==> src/rtl/hamming_decoder_pipe.sv <==
// hamming_decoder_pipe: two-stage Hamming(7,4) decoder/corrector with valid/ready on both sides.
// Define HAMMING_DEC_CNT_EN to build the saturating corrected-word counter; otherwise corr_cnt is 0.
module hamming_decoder_pipe #(
    parameter int CNT_W = 8
) (
    input  logic             clk,
    input  logic             rst,
    input  logic             enable,
    input  logic             in_valid,
    output logic             in_ready,
    input  logic [6:0]       data_in,
    output logic             out_valid,
    input  logic             out_ready,
    output logic [3:0]       data_o,
    output logic [2:0]       syndrome_o,
    output logic             corrected_o,
    input  logic             clr_cnt,
    output logic [CNT_W-1:0] corr_cnt
);

    // Handshake: a word moves on a rising edge where valid && ready; valid never depends on ready,
    // and a held output word (out_valid && !out_ready) keeps data_o/status stable until taken.
    logic       adv;
    logic       s1_valid;
    logic [3:0] s1_data;
    logic [2:0] s1_syn;
    logic [2:0] in_syn;
    logic [3:0] fixed_data;

    assign adv      = !out_valid || out_ready;
    assign in_ready = adv && enable;

    assign in_syn = {data_in[3] ^ data_in[4] ^ data_in[5] ^ data_in[6],
                     data_in[1] ^ data_in[2] ^ data_in[5] ^ data_in[6],
                     data_in[0] ^ data_in[2] ^ data_in[4] ^ data_in[6]};

    // Data bits live at codeword positions 3,5,6,7; flipping parity positions leaves data untouched.
    always_comb begin
        fixed_data    = s1_data;
        fixed_data[0] = s1_data[0] ^ (s1_syn == 3'd3);
        fixed_data[1] = s1_data[1] ^ (s1_syn == 3'd5);
        fixed_data[2] = s1_data[2] ^ (s1_syn == 3'd6);
        fixed_data[3] = s1_data[3] ^ (s1_syn == 3'd7);
    end

    always_ff @(posedge clk or posedge rst) begin
        if (rst) begin
            s1_valid    <= 1'b0;
            s1_data     <= 4'd0;
            s1_syn      <= 3'd0;
            out_valid   <= 1'b0;
            data_o      <= 4'd0;
            syndrome_o  <= 3'd0;
            corrected_o <= 1'b0;
        end else if (adv) begin
            s1_valid    <= in_valid && in_ready;
            s1_data     <= {data_in[6], data_in[5], data_in[4], data_in[2]};
            s1_syn      <= in_syn;
            out_valid   <= s1_valid;
            data_o      <= fixed_data;
            syndrome_o  <= s1_syn;
            corrected_o <= (s1_syn != 3'd0);
        end
    end

`ifdef HAMMING_DEC_CNT_EN
    // Clear wins over a same-cycle increment; the count sticks at all-ones.
    always_ff @(posedge clk or posedge rst) begin
        if (rst) begin
            corr_cnt <= '0;
        end else if (clr_cnt) begin
            corr_cnt <= '0;
        end else if (out_valid && out_ready && corrected_o && (corr_cnt != {CNT_W{1'b1}})) begin
            corr_cnt <= corr_cnt + CNT_W'(1);
        end
    end
`else
    logic unused_clr;
    assign unused_clr = clr_cnt;
    assign corr_cnt   = '0;
`endif

endmodule

==> config.mk <==
export PLATFORM = sky130hd
export DESIGN_NAME = hamming_decoder_pipe
export DESIGN_NICKNAME = d
export VERILOG_FILES = /design/src/rtl/hamming_decoder_pipe.sv
export SDC_FILE = /design/constraint.sdc
export NUM_CORES = 1
export LEC_CHECK = 0
export CORE_ASPECT_RATIO = 0.5
export CORE_UTILIZATION = 30
export CTS_CLUSTER_DIAMETER = 150
export DETAILED_ROUTE_END_ITERATION = 6
export GPL_TIMING_DRIVEN = 0
export PLACE_DENSITY = 0.63
export SLEW_MARGIN = 15
export SYNTH_ARGS = -nofsm -noshare
export SYNTH_HDL_FRONTEND = slang
export SYNTH_SLANG_ARGS = --single-unit
==> constraint.sdc <==
create_clock -name clk -period 1.38 [get_ports clk]
set_input_delay 0.276 -clock clk [delete_from_list [all_inputs] [get_ports clk]]
set_output_delay 0.276 -clock clk [all_outputs]
set_load 0.01 [all_outputs]
Yosys cells after proc, flatten, opt, wreduce, memory -nomap -nowiden
Cells that the tools add are included.
{"block": "totals", "inputBits": 13, "output_inout_bits": 18, "register_bits": 17, "word_cells": 29}
{"block": "classes", "reduce_logical": 5, "n_bitwise": 13, "n_eq_ne": 4}
{"operator": "$xor A1 B1 Y1", "n": 13}
{"operator": "$eq A3 B3 Y1 const B", "n": 3}
{"operator": "$eq A3 B2 Y1 const B", "n": 1}
{"operator": "$reduce_bool A3 Y1", "n": 1}
{"operator": "$logic_and A1 B1 Y1", "n": 2}
{"operator": "$logic_not A1 Y1", "n": 1}
{"operator": "$logic_or A1 B1 Y1", "n": 1}

Logic depth before layout (Yosys ltp)
Gate-level depths: netlist of the first run.
{"block": "logic_depth", "ltp_word": 4, "mapped_depth": 5, "ltp_nobuf": 3}

Least setup slack after synthesis of the first run
No wires, ideal clock.
{"block": "synth_timing", "kind": "register to output", "startpoint": "register out_valid", "endpoint": "output port in_ready", "t_required_ns": 1.104, "path_stages_with_launch": 5, "arrival_ns": 0.980, "path_slack_ns": 0.124, "cell_sequence": "dfrtp_1 nand2b_1 buf_2 buf_4 and2_1"}
{"block": "synth_between", "elab_chain_len": 3}
{"item": "start: declaration", "line_no": "12", "text": "output logic out_valid,"}
{"item": "start signal: assignment", "line_no": "59", "text": "out_valid <= s1_valid;"}
{"item": "$logic_not A1 Y1", "line_no": "30", "text": "assign adv = !out_valid || out_ready;"}
{"item": "$logic_or A1 B1 Y1", "line_no": "30"}
{"item": "$logic_and A1 B1 Y1", "line_no": "31", "text": "assign in_ready = adv && enable;"}
{"item": "end: declaration", "line_no": "10", "text": "output logic in_ready,"}
Every way passes these cells.

Worst setup path in the final report of the first run
Same ends and word-level chain as after synthesis.

==> impl_metrics.csv, run 1 <==
group,metric,value,unit
status,status,"complete, no violations",
power_and_ir_drop,cellLeakagePower,0.525,nW
grt,grt_usage,0.105,
clock_network,postCtsHoldBufs,0,
grt,antenna_found_initial,0,
min_path,min_path_type,"in2async",
sta,rsz0062_at_grt,"false",
sta,fin_crit,1.33,ns
power_and_ir_drop,report.power.total,1.47,mW
place,place_hpwl,1.03,mm
setup_path,worst-setup-path-type,"reg2out",
grt,overflow,0,
sta,tightest_slew,0.623,ns
floorplan,die_w,76.6,µm
setup_path,reg2reg_from,"out_valid",
setup_path,cp.required,1.10,ns
yosys,synth_cell_types,18,
grt,grt_pass1_vias,466,
yosys,synthCells,76,
clock_network,clk_pin_slew,0.06,ns
flow_run,maxCapViolations,0,
yosys,seq_area_frac_synth,0.510,
place,io_buffers,21,
floorplan,boundaryPins,31,
floorplan,start_util,0.319,
setup_path,cp_cell_sequence,"nand2b_4 -> buf_6 -> and2_4 -> buf_6",
setup_path,critPathCaptureType,"primary output",
clock_network,cts-root-buf,"clkbuf_8",
floorplan,coreArea,2620,µm²
sta,hold_viol_final,0,
power_and_ir_drop,pwr_density_cell,1250,nW/µm²
yosys,ys_warn_count,0,
finish,drive_gt1_frac,0.241,
sta,timing.final.crit_share,0.967,
setup_path,worstPathMaxFanout,2,
clock_network,htreeDepth,1,
setup_path,critPathLaunchType,"flip-flop",
detailed_routing,wl_per_cell,9.15,µm
sta,maxSlewViolCount,0,
detailed_routing,dr.pass1.iters,3,
yosys,syn_area,835,µm²
setup_path,max_stage_delay,0.39,ns
power_and_ir_drop,ir_drop,0.000591,V
finish,instances_no_fill,145,
detailed_routing,drt-initial-drc-count,12,
yosys,synthTopCellsByArea,"dfrtp_1 (51%), mux2_2 (9.4%), buf_4 (8.1%)",
setup_path,timing.rr.end,"s1_valid",
clock_network,cts_tree,"built",
setup_path,crit_path_frequent_cell,"buf_6",
yosys,avgSynthCellArea,11.0,µm²
yosys,ys_seq_elements,17,
finish,diodes,0,
setup_path,reg2regPathDepth,5,
finish,fin_util,0.446,
yosys,synth_top_area_cell,"dfrtp_1",
detailed_routing,routed_via_density,4.02,
setup_path,cp-startpoint,"out_valid",
floorplan,dieArea,3010,µm²
setup_path,crit_arrival,1.06,ns
sta,setup_tns,0,ns
sta,final-setup-viol-count,0,
place,routabilityCongestion,0.708,
sta,relSlewSlack,0.584,
finish,nets,122,
detailed_routing,wirelength,1.33,mm
detailed_routing,route.detailed.drc,0,
sta,max_freq,0.750,GHz
place,dp_cells,141,
sta,skew,0.00527,ns
floorplan,core.rowCount,13,
clock_network,cts_buffer_depth,2,
sta,fin_ws,0.0459,ns
setup_path,critPathSlowestCell,"dfrtp_1",
clock_network,cts_made_buffers,3,
clock_network,cts_sinks,17,
finish,syn_to_final_growth,40.0,%
clock_network,clock_latency,0.25,ns
detailed_routing,via_count,583,
floorplan,die_y,39.3,µm
detailed_routing,postRouteAntennaNets,0,
finish,fill_cells,263,
setup_path,timing.reg2reg.setup_slack,0.13,ns
grt,grt_pass1_wl,2.16,mm
grt,grt_max_degree,18,
place,dp_worst_setup_slack,-0.812,ns
yosys,synth_top_area_frac,0.510,
-- critical path, delay by kind of cell, from the launching register on --
family                 cells  cell delay [ns]
buffers and inverters      2             0.22
flip-flops                 1             0.39
AND/OR/NAND/NOR            2             0.20
-- synthesized netlist by cell type --
cell / number
xnor2_1: 5
o21ai_0: 1
buf_2: 2
buf_4: 9
conb_1: 1
nor2_1: 8
nand3_1: 2
mux2_2: 7
xor2_1: 6
nor3_1: 1
and2_1: 1
inv_1: 2
dfrtp_1: 17
a21oi_1: 8
nand2_1: 1
nand2b_1: 1
nand3b_1: 3
xor2_2: 1
-- per-stage QoR --
stage / hold WS [ns] / cell area, µm²
global placement: 0.425 / 1120
floorplan: 0.202 / 861
CTS: 0.417 / 1160
global route: 0.469 / 1170
detailed placement: 0.437 / 1120
finish: 0.396 / 1170
-- timing repair --
| item | 4_1_cts | 5_1_grt |
|---|---|---|
| endpoints found under the setup margin | 10 | 1 |
| setup buffers | 1 | 0 |
| hold endpoints to repair | 0 | 0 |
| gates resized for setup | 17 | 2 |
-- registers in the layout (all words and copies together), names as in the netlist --
name	cells
corrected_o	1
syndrome_o	3
data_o	4
s1_data	4
s1_syn	3
s1_valid	1
out_valid	1
-- report_power, final --
group          total [mW]  internal [mW]  switching (mW)
registers           0.684          0.606          0.0775
clock network       0.362          0.200           0.162
logic               0.419          0.236           0.184
-- cell families (layout without fill, tap and decap cells) --
| group | Yosys count | in the layout | synth area share |
|---|---|---|---|
| other | 1 | 8 | 0.00449 |
| muxes | 7 | 7 | 0.0945 |
| and+or+nand+nor | 17 | 17 | 0.100 |
| AOI/OAI and AO/OA | 9 | 9 | 0.0540 |
| DFF | 17 | 17 | 0.510 |
| xor gates and xnor gates | 12 | 12 | 0.135 |
| buffers and inverters | 13 | 38 | 0.102 |
-- cell type report --
class	instances	area, µm²	share of cell area
Buffer	10	76.3	0.0653
Clock inverter	1	5.00	0.00428
Clock buffer	3	41.3	0.0353
Sequential cell	17	425	0.364
Tap cell	37	46.3	0.0396
Multi-Input combinational cell	53	360	0.308
Inverter	2	7.51	0.00642
Timing Repair Buffer	22	206	0.177
-- metal layers --
| metal | up-vias | part of all wire | track usage |
|---|---|---|---|
| met5 | - | 0 | 0 |
| met4 | 0 | 0.037 | 0.0865 |
| met3 | 5 | 0.060 | 0.0419 |
| met2 | 19 | 0.42 | 0.162 |
| met1 | 265 | 0.48 | 0.120 |
| li1 | 294 | - | - |
-- worst max path at each step --
| stage | endpoint | depth (start not counted) |
|---|---|---|
| global route | in_ready | 4 |
| floorplan | in_ready | 4 |
| finish | in_ready | 4 |
| global placement | in_ready | 6 |
| CTS | in_ready | 4 |
| detailed placement | in_ready | 6 |
-- placed cells by master (no fill, tap or decap), drive strengths merged --
cell	count
nor3	1
dlygate4sd2	10
nand3	2
buf	12
and2	1
conb	8
nor2	8
clkdlybuf4s50	10
nand2b	1
mux2	7
o21ai	1
nand3b	3
xnor2	5
dfrtp	17
a21oi	8
nand2	1
inv	2
xor2	7
clkinv	1
clkbuf	3
No activity file was read; power rests on OpenSTA's default activity.
==> run 2, diff against run 1 <==
--- a/config.mk
+++ b/config.mk
@@ -5,7 +5,7 @@
 export SDC_FILE = /design/constraint.sdc
 export NUM_CORES = 1
 export LEC_CHECK = 0
-export CORE_ASPECT_RATIO = 0.5
+export CORE_ASPECT_RATIO = 0.75
 export CORE_UTILIZATION = 30
 export CTS_CLUSTER_DIAMETER = 150
 export DETAILED_ROUTE_END_ITERATION = 6
==> run 2 against run 1 <==
Effect of this change:
- final area shrank 1.1%
- fmax is 5.3% higher
- via count down 0.17%
- worst hold slack better by 0.011 ns
- worst setup slack improved by 0.068 ns
- clock skew fell by 0.0014 ns
- combinational power about the same
- core utilization decreased by 0.54 points
- sequential share of layout area increased by 0.39 points
- cell count is 1.4% lower
- global-route usage increased by 2.0 points
- clock power increased by 3%
==> impl_metrics.csv, run 2 (synthesis results as in run 1) <==
group,metric,value,unit
status,status,"complete, no violations",
power_and_ir_drop,cellLeakagePower,0.519,nW
sta,fin_crit,1.27,ns
setup_path,timing.reg2reg.setup_slack,0.19,ns
clock_network,cts_buffer_depth,2,
grt,grt_usage,0.125,
power_and_ir_drop,pwr_density_cell,1280,nW/µm²
setup_path,max_stage_delay,0.48,ns
clock_network,clock_latency,0.25,ns
clock_network,cts_made_buffers,3,
detailed_routing,routed_via_density,4.07,
place,placed_cell_area,1120,µm²
finish,reg_top3,"data_o: 4 flops, s1_data: 4 flops",
power_and_ir_drop,report.power.total,1.48,mW
setup_path,cp_cell_sequence,"clkdlybuf4s50_1 -> and2_4 -> buf_6",
setup_path,path_buf_inv,2,
sta,timing.final.crit_share,0.918,
clock_network,postCtsHoldBufs,0,
place,place_hpwl,1.20,mm
grt,grt_max_degree,18,
sta,skew,0.00388,ns
sta,rsz0062_at_grt,"false",
sta,hold_viol_final,0,
sta,setup_tns,0,ns
power_and_ir_drop,ir_drop,0.000504,V
finish,nets,121,
detailed_routing,wl_per_cell,11.2,µm
detailed_routing,wirelength,1.60,mm
setup_path,timing.rr.end,"s1_data[0]",
setup_path,critPathLaunchType,"input pin",
sta,holdWs,0.406,ns
clock_network,cts_tree,"built",
sta,maxSlewViolCount,0,
grt,grt_pass1_vias,559,
clock_network,clk_pin_slew,0.07,ns
floorplan,start_util,0.318,
finish,final_cell_area,1160,µm²
setup_path,critPathSlowestCell,"clkdlybuf4s50_1",
detailed_routing,drt-initial-drc-count,13,
min_path,min_path_type,"in2async",
sta,final-setup-viol-count,0,
setup_path,crit_arrival,0.99,ns
setup_path,critPathCaptureType,"primary output",
setup_path,reg2regPathDepth,3,
detailed_routing,postRouteAntennaNets,0,
grt,grt_pass1_wl,2.71,mm
floorplan,die_w,62.9,µm
place,routabilityCongestion,0.695,
sta,max_freq,0.790,GHz
setup_path,cp.required,1.10,ns
setup_path,reg2reg_from,"out_valid",
finish,drive_gt1_frac,0.234,
detailed_routing,dr.pass1.iters,4,
sta,relSlewSlack,0.561,
grt,overflow,0,
floorplan,die_y,47.7,µm
detailed_routing,via_count,582,
setup_path,worstPathMaxFanout,2,
sta,tightest_slew,0.658,ns
detailed_routing,route.detailed.drc,0,
floorplan,coreArea,2620,µm²
clock_network,cts_sinks,17,
floorplan,dieArea,3000,µm²
floorplan,core.rowCount,16,
clock_network,htreeDepth,1,
clock_network,cts-root-buf,"clkbuf_8",
flow_run,maxCapViolations,0,
finish,final_common_cell,"dfrtp_1",
finish,diodes,0,
place,io_buffers,21,
grt,antenna_found_initial,0,
finish,syn_to_final_growth,38.5,%
setup_path,worst-setup-path-type,"in2out",
setup_path,cp_top_family,"buffers and inverters",
finish,layout_common_cells,"dfrtp_1 (17), clkdlybuf4s50_1 (10), dlygate4sd2_1 (10), buf_4 (9)",
floorplan,boundaryPins,31,
setup_path,cp-startpoint,"enable",
[run 2: final cells by class]
cell class,instances,area (µm²)
Sequential cell,17,425
Inverter,2,7.51
Clock inverter,1,5.00
Fill cell,269,1470
Tap cell,36,45.0
Timing Repair Buffer,22,206
Multi-Input combinational cell,53,360
Clock buffer,3,41.3
Buffer,9,65.1
[run 2: what timing repair did]
| action | 4_1_cts | 5_1_grt |
|---|---|---|
| gates resized for setup | 17 | 2 |
| buffers inserted | 1 | 0 |
| endpoints found under the setup margin | 10 | 1 |
[run 2: worst reg2reg max path, stage by stage, from the launching register on]
cell and delay, ns:
dfrtp_1 0.40, nand2b_4 0.08, buf_4 0.22, mux2_2 0.37
[run 2: where the power goes]
group          internal [mW]  total, mW  switching, mW
logic                  0.231      0.417          0.186
registers              0.606      0.690         0.0837
clock network          0.201      0.374          0.174
total                   1.04       1.48          0.443
[run 2: worst max path at each step]
stage / to / depth (start not counted)
6_report: in_ready / 3
2_1_floorplan: in_ready / 4
5_1_grt: in_ready / 3
4_1_cts: in_ready / 4
3_5_place_dp: in_ready / 6
3_3_place_gp: in_ready / 6
[run 2: metrics by stage]
step                      setup WS [ns]  utilization  std cells
after floorplan                   0.124            -         83
after global placement           -0.806        0.426        140
after detailed placement         -0.830        0.426        140
after CTS                       0.00474        0.442        144
after global routing             0.0864        0.441        143
final                             0.114        0.441        143
[run 2: routing by layer]
| metal | wire length (µm) | GRT usage | vias to the layer above |
|---|---|---|---|
| met5 | 0 | 0 | - |
| met4 | 0 | 0.0419 | 0 |
| met3 | 137 | 0.0524 | 0 |
| met2 | 680 | 0.198 | 27 |
| met1 | 779 | 0.158 | 265 |
| li1 | - | - | 290 |
